==> config.mk <==
export PLATFORM = sky130hd
export DESIGN_NAME = cnt_opstage_flat
export DESIGN_NICKNAME = d
export VERILOG_FILES = /design/src/rtl/cnt_opstage_if.sv /design/src/rtl/cnt_opstage.sv /design/src/flat_wrapper.sv
export SDC_FILE = /design/constraint.sdc
export NUM_CORES = 1
export LEC_CHECK = 0
export BUFFER_PORTS_ARGS = -buffer_cell sky130_fd_sc_hd__clkbuf_2
export CORE_ASPECT_RATIO = 0.9
export CORE_MARGIN = 5
export CORE_UTILIZATION = 45
export DETAILED_ROUTE_END_ITERATION = 7
export GPL_ROUTABILITY_DRIVEN = 0
export PLACE_DENSITY_LB_ADDON = 0.2
export SLEW_MARGIN = 20
export SYNTH_ARGS = -nofsm -noshare
export SYNTH_HDL_FRONTEND = slang
export SYNTH_SLANG_ARGS = --single-unit
==> constraint.sdc <==
create_clock -name clk -period 3.4 [get_ports clk]
set_clock_uncertainty 0.2 [all_clocks]
set_input_delay 0.68 -clock clk [delete_from_list [all_inputs] [get_ports clk]]
set_output_delay 0.68 -clock clk [all_outputs]
set_load 0.1 [all_outputs]
==> src/rtl/cnt_opstage_if.sv <==
// Handshake and data bundle between decode, the operand-staging stage and the count unit.
// master = decode/count-unit side, slave = cnt_opstage.
interface cnt_opstage_if #(
  parameter int WIDTH = 32
);
  logic             InValid;
  logic             InReady;
  logic [WIDTH-1:0] SrcA;
  logic [1:0]       Imm2;
  logic             W64In;
  logic             FlushE;
  logic             OutValid;
  logic             OutReady;
  logic [WIDTH-1:0] A;
  logic [WIDTH-1:0] RevA;
  logic [1:0]       B;
  logic             W64;

  modport master (
    output InValid, SrcA, Imm2, W64In, FlushE, OutReady,
    input  InReady, OutValid, A, RevA, B, W64
  );

  modport slave (
    input  InValid, SrcA, Imm2, W64In, FlushE, OutReady,
    output InReady, OutValid, A, RevA, B, W64
  );
endinterface

==> src/rtl/cnt_opstage.sv <==
// Operand staging ahead of the clz/ctz/cpop count unit: main + skid buffer,
// bit-reverse precomputed before capture so the count unit starts at a flop.
module cnt_opstage #(
  parameter int WIDTH = 32
) (
  input  logic         clk,
  input  logic         reset,
  cnt_opstage_if.slave bus
);
  // state   | meaning
  // S_EMPTY | no operation held, outputs invalid
  // S_MAIN  | main entry valid, skid empty
  // S_FULL  | main and skid valid, upstream stalled
  typedef enum logic [1:0] {
    S_EMPTY = 2'd0,
    S_MAIN  = 2'd1,
    S_FULL  = 2'd2
  } state_t;

  localparam bit HAS_W64 = (WIDTH == 64);

  state_t           r_state;
  state_t           w_state_nxt;
  logic             r_in_ready;

  logic [WIDTH-1:0] r_a;
  logic [WIDTH-1:0] r_rev_a;
  logic [1:0]       r_b;
  logic             r_w64;
  logic [WIDTH-1:0] r_sk_a;
  logic [WIDTH-1:0] r_sk_rev_a;
  logic [1:0]       r_sk_b;
  logic             r_sk_w64;

  logic [WIDTH-1:0] w_rev_src;
  logic             w_w64_in;
  logic             w_accept;
  logic             w_consume;
  logic             w_main_valid;
  logic             w_load_main;
  logic             w_load_skid;
  logic             w_skid_to_main;

  always_comb begin
    w_rev_src = '0;
    for (int i = 0; i < WIDTH; i++) begin
      w_rev_src[i] = bus.SrcA[WIDTH-1-i];
    end
  end

  assign w_w64_in  = HAS_W64 & bus.W64In;
  // r_in_ready mirrors !SkidValid, so accept never looks at OutReady.
  assign w_accept  = bus.InValid & r_in_ready & ~bus.FlushE;
  assign w_consume = w_main_valid & bus.OutReady;

  always_ff @(posedge clk) begin
    if (reset) begin
      r_state    <= S_EMPTY;
      r_in_ready <= 1'b1;
    end else begin
      r_state    <= w_state_nxt;
      r_in_ready <= (w_state_nxt != S_FULL);
    end
  end

  always_comb begin
    w_state_nxt = r_state;
    case (r_state)
      S_EMPTY: if (w_accept) w_state_nxt = S_MAIN;
      S_MAIN: begin
        if (w_accept && !w_consume)      w_state_nxt = S_FULL;
        else if (!w_accept && w_consume) w_state_nxt = S_EMPTY;
      end
      S_FULL:  if (w_consume) w_state_nxt = S_MAIN;
      default: w_state_nxt = S_EMPTY;
    endcase
    if (bus.FlushE) w_state_nxt = S_EMPTY;
  end

  always_comb begin
    w_main_valid   = (r_state == S_MAIN) || (r_state == S_FULL);
    w_load_main    = 1'b0;
    w_load_skid    = 1'b0;
    w_skid_to_main = 1'b0;
    case (r_state)
      S_EMPTY: w_load_main = w_accept;
      S_MAIN: begin
        w_load_main = w_accept & bus.OutReady;
        w_load_skid = w_accept & ~bus.OutReady;
      end
      S_FULL:  w_skid_to_main = bus.OutReady & ~bus.FlushE;
      default: ;
    endcase
  end

  always_ff @(posedge clk) begin
    if (reset) begin
      r_a     <= '0;
      r_rev_a <= '0;
      r_b     <= '0;
      r_w64   <= 1'b0;
    end else if (w_load_main) begin
      r_a     <= bus.SrcA;
      r_rev_a <= w_rev_src;
      r_b     <= bus.Imm2;
      r_w64   <= w_w64_in;
    end else if (w_skid_to_main) begin
      r_a     <= r_sk_a;
      r_rev_a <= r_sk_rev_a;
      r_b     <= r_sk_b;
      r_w64   <= r_sk_w64;
    end
  end

  always_ff @(posedge clk) begin
    if (reset) begin
      r_sk_a     <= '0;
      r_sk_rev_a <= '0;
      r_sk_b     <= '0;
      r_sk_w64   <= 1'b0;
    end else if (w_load_skid) begin
      r_sk_a     <= bus.SrcA;
      r_sk_rev_a <= w_rev_src;
      r_sk_b     <= bus.Imm2;
      r_sk_w64   <= w_w64_in;
    end
  end

  // Ready is held low for the whole reset window, not only after it is sampled.
  assign bus.InReady  = r_in_ready & ~reset;
  assign bus.OutValid = w_main_valid;
  assign bus.A        = r_a;
  assign bus.RevA     = r_rev_a;
  assign bus.B        = r_b;
  assign bus.W64      = r_w64;
endmodule

==> src/flat_wrapper.sv <==
// flat-port wrapper written by rule: the top's interface ports become plain ports
module cnt_opstage_flat 
#(
  parameter int WIDTH = 32
)
  (clk, reset, bus_InValid, bus_SrcA, bus_Imm2, bus_W64In, bus_FlushE, bus_OutReady, bus_InReady, bus_OutValid, bus_A, bus_RevA, bus_B, bus_W64);
  cnt_opstage_if #(.WIDTH(WIDTH)) bus_i ();
  input  logic clk;
  input  logic reset;
  input wire logic [$bits(bus_i.InValid)-1:0] bus_InValid;
  input wire logic [$bits(bus_i.SrcA)-1:0] bus_SrcA;
  input wire logic [$bits(bus_i.Imm2)-1:0] bus_Imm2;
  input wire logic [$bits(bus_i.W64In)-1:0] bus_W64In;
  input wire logic [$bits(bus_i.FlushE)-1:0] bus_FlushE;
  input wire logic [$bits(bus_i.OutReady)-1:0] bus_OutReady;
  output wire logic [$bits(bus_i.InReady)-1:0] bus_InReady;
  output wire logic [$bits(bus_i.OutValid)-1:0] bus_OutValid;
  output wire logic [$bits(bus_i.A)-1:0] bus_A;
  output wire logic [$bits(bus_i.RevA)-1:0] bus_RevA;
  output wire logic [$bits(bus_i.B)-1:0] bus_B;
  output wire logic [$bits(bus_i.W64)-1:0] bus_W64;
  assign bus_i.InValid = bus_InValid;
  assign bus_i.SrcA = bus_SrcA;
  assign bus_i.Imm2 = bus_Imm2;
  assign bus_i.W64In = bus_W64In;
  assign bus_i.FlushE = bus_FlushE;
  assign bus_i.OutReady = bus_OutReady;
  assign bus_InReady = bus_i.InReady;
  assign bus_OutValid = bus_i.OutValid;
  assign bus_A = bus_i.A;
  assign bus_RevA = bus_i.RevA;
  assign bus_B = bus_i.B;
  assign bus_W64 = bus_i.W64;
  cnt_opstage #(.WIDTH(WIDTH)) u_core (.clk(clk), .reset(reset), .bus(bus_i));
endmodule
-- Yosys cells after proc, flatten, opt, wreduce, memory -nomap -nowiden
Index checks and enable logic that the tools add are counted.
- bits in registers: 135
- bits in latches: 0
- memory bits (writable): 0
- bits in read-only memories: 0
- output and inout port bits: 69
- logic and storage cells: 43
- memories kept: 0
- add/sub/neg operators: 0
- multiply operators: 0
- div/mod/pow operators: 0
- order comparisons: 0
- eq/ne operators: 3
- shift operators: 0
- mux-type cells: 15
- bitwise operators: 10
- reduce and logical (&&, ||, !) cells: 7
- operators by type and width (cell ; count):
    $mux 32 ; 4
    $mux 2 ; 7
    $and 1x1->1 ; 7
    $pmux 2 s3 ; 1
    $not 1->1 ; 3
    $eq 2x1->1 const B ; 1
    $eq 2x2->1 const B ; 1
    $logic_and 1x1->1 ; 2
    $logic_not 1->1 ; 2
    $logic_not 2->1 ; 1
    $mux 1 ; 2
    $ne 2x2->1 const B ; 1
    $pmux 1 s2 ; 1
    $reduce_bool 2->1 ; 1
    $logic_or 1x1->1 ; 1

-- Longest topological paths before layout
- word-level depth: 9
- gate-level depth with buffers: 7
- gate-level depth less buffers: 6

-- Worst setup path after synthesis
OpenSTA, ideal clock, no wires.
- kind: input-to-output
- from: input reset
- to: output bus_InReady
- arrival time: 2.328 ns
- slack: 0.192 ns
- cell stages on the path: 3
- cells stage by stage: clkbuf_1 > buf_2 > nor2b_1
- longest elaborated chain between the ends: 2
- RTL lines (element ; line ; text):
    start: declaration ; flat_wrapper.sv:9 ; input logic reset;
    $not 1->1 ; cnt_opstage.sv:130 ; assign bus.InReady = r_in_ready & ~reset;
    $and 1x1->1 ; cnt_opstage.sv:130 ;
    end: declaration ; flat_wrapper.sv:16 ; output wire logic [$bits(bus_i.InReady)-1:0] bus_InReady;
Every way passes these cells.

-- Final worst setup path
Same ends and word-level chain as after synthesis.

==> impl_metrics.csv <==
group,metric,value,unit
run_status,status,"completed",
synth,netlist_instances,362,
synth,yosysSeqAreaShare,42.31,%
sta,hold_ws,0.2554,ns
floorplan,die_h,91.97,um
critical_path,reg2reg_from,"u_core.r_state[1]",
placed_design,place_inst,508,
synth,yosysTopAreaCell,"dfxtp_1",
sta,period_share,77.04,%
synth,synth_common_cells,"dfxtp_1 (71), nand2_1 (70), nor2_1 (37)",
sta,tightest_slew,0.8374,ns
synth,synth_most_common_cell,"dfxtp_1",
route,drtIter0Drc,84,
global_route,grt_overflow,0,
route,routed_wirelength,6.969,mm
finish,drive_gt1_share,35.81,%
critical_path,cp.arrival,1.74,ns
critical_path,worst-path-max-fanout,33,
critical_path,endpoint,"bus_InReady",
route,postRouteAntennaNets,0,
global_route,grt_max_degree,69,
floorplan,rows,29,
placed_design,port_buffers,106,
route,post_drt_wl_per_cell,13.33,um
synth,synth_cell_type_count,31,
global_route,grt_use_total,15.43,%
clock_network,clk_pin_slew,0.07,ns
sta,fmax,0.3818,GHz
pwr,pwr_density_cell,561.6,mW/mm^2
critical_path,r2r_cells,6,
job,drv_cap,0,
synth,yosysWarnings,0,
finish,final_cells,523,
synth,synthDominantCellAreaShare,42.31,%
synth,netlist_top_cells_area,"dfxtp_1 (42%), mux2i_1 (10%), buf_4 (8.0%)",
critical_path,cpPeakStageDelay,0.55,ns
sta,rsz0062_at_grt,"false",
floorplan,die_w,101.1,um
global_route,grt_pass1_vias,2341,
sta,drv_slew,0,
sta,setup_tns,0,ns
floorplan,core_area,0.007148,mm^2
route,drt-vias-per-instance,4.925,
finish,finish.net_count,470,
critical_path,path_class,"in -> out",
placed_design,dp_hpwl,4.619,mm
clock_network,post_cts_resized,0,
critical_path,critPathLaunch,"reset",
critical_path,r2r_setup_slack,1.17,ns
synth,synth_edf_count,0,
clock_network,cts_tree,"built",
critical_path,r2r-end,"u_core.bus.RevA[16]",
clock_network,clk_path_buf_depth,2,
sta,fin_crit,2.619,ns
route,dr.pass1.iters,5,
clock_network,cts_hold_buf,0,
clock_network,clock_sinks,71,
finish,antenna_cells,0,
synth,synthFlopType,"dfxtp_1",
sta,slew-limit-headroom,44.17,%
floorplan,start_util,47.00,%
finish,post-route-util,53.21,%
synth,async_flop_share,0,%
critical_path,crit_chain,"buf_2 -> nor2b_1 -> clkbuf_2",
global_route,grt_pass1_wl,11.38,mm
floorplan,floorplan.io_pins,109,
pwr,power_leakage,0.001798,uW
sta,setup_viol,0,
finish,n_fill_cell,685,
hold_path,hold_class,"reg -> reg",
sta,final-hold-violation-count,0,
synth,syn-num-nets,406,
clock_network,cts_root_buf,"clkbuf_8",
clock_network,cts_made_buffers,9,
synth,syn-mean-instance-area,9.280,um^2
clock_network,post_cts_buffers,0,
finish,areaGrowthSynthToFinish,13.22,%
sta,fin_ws,0.7805,ns
floorplan,die_area,0.009296,mm^2
finish,seq_area,0.001421,mm^2
placed_design,post-place-ws,0.7694,ns
finish,multi_input_area,0.001486,mm^2
synth,ys_ff_latch,71,
critical_path,critPathLaunchType,"input pin",
critical_path,crit_slowest_cell,"buf_2",
critical_path,endpoint_kind,"primary output",
clock_network,clkLatencyLatePin,0.34,ns
pwr,ir_worst_vdd,0.0003170,V
synth,syn_area,0.003359,mm^2
clock_network,cts.htree.levels,3,
critical_path,required,2.52,ns
route,drcViolationCount,0,
global_route,antenna_found_initial,0,
route,dr_total_vias,2576,
## flip-flops by register name, indices dropped and copies added (netlist names)
signal and cells:
u_core.bus.A 1, u_core.bus.B 2, u_core.bus.RevA 31, u_core.r_in_ready 1
u_core.r_sk_a 1, u_core.r_sk_b 2, u_core.r_sk_rev_a 31, u_core.r_state 2
## critical path: cells and delay by family
| family | cells | cell delay, ns |
|---|---|---|
| buffers and inverters | 2 | 0.95 |
| and+or+nand+nor | 1 | 0.11 |
## metrics by stage
stage	power (uW)	area, um^2
2_1_floorplan	1442	3359
3_3_place_gp	1494	3607
3_5_place_dp	1497	3607
4_1_cts	2167	3804
5_1_grt	2237	3804
6_report	2136	3804
## kinds of logic (layout without fill, tap and decap cells)
logic type               after synthesis  after routing  synth area share, %
AO/OA/AOI/OAI                         74             74                17.47
XOR/XNOR                               1              1               0.2608
adder cells (fa/ha/maj)                4              4                1.490
buffers and inverters                 61            129                13.45
flip-flops                            71             71                42.31
multiplexers                          34             34                10.13
other                                  1              1               0.1116
AND/OR/NAND/NOR                      116            116                14.79
## cell type report
| class | instances | share of cell area [%] |
|---|---|---|
| clock inverter | 5 | 1.546 |
| tap | 93 | 3.059 |
| inverter | 2 | 0.1974 |
| clock buffer | 10 | 3.618 |
| timing repair buffer | 112 | 15.13 |
| multi-input combinational | 230 | 39.08 |
| sequential | 71 | 37.37 |
## power breakdown
group	internal [uW]	switching (uW)
Sequential	862	21.9
Clock	354	307
Combinational	89.4	501
Total	1310	830
## layout by cell type, fill, tap and decap left out, drive strengths merged, types with 2 or more instances in the layout
cell type / instances
a21oi: 34
a211oi: 34
clkinvlp: 2
dfxtp: 71
mux2i: 34
buf: 7
nand3b: 3
nor2: 37
nand2: 71
clkinv: 2
ha: 4
clkbuf: 115
inv: 2
## worst min path at each step
stage                          from                   end  slack [ns]  cells after the start
6_report       u_core.r_sk_rev_a[1]  u_core.r_sk_rev_a[1]        0.26                      2
5_1_grt            u_core.r_sk_a[0]      u_core.r_sk_a[0]        0.27                      2
4_1_cts        u_core.r_sk_rev_a[3]  u_core.r_sk_rev_a[3]        0.26                      2
3_5_place_dp   u_core.r_sk_rev_a[3]  u_core.r_sk_rev_a[3]        0.25                      2
3_3_place_gp   u_core.r_sk_rev_a[1]  u_core.r_sk_rev_a[1]        0.24                      2
2_1_floorplan      u_core.r_sk_a[0]      u_core.r_sk_a[0]        0.24                      2
## per-layer routing
| metal | wire length [um] | GRT usage (%) | vias up |
|---|---|---|---|
| met1 | 3080 | 19.32 | 1172 |
| li1 | - | - | 1318 |
| met5 | 0 | 0 | - |
| met3 | 602 | 7.360 | 7 |
| met2 | 3219 | 24.02 | 79 |
| met4 | 66 | 3.654 | 0 |
No activity file was read; power rests on OpenSTA's default activity.
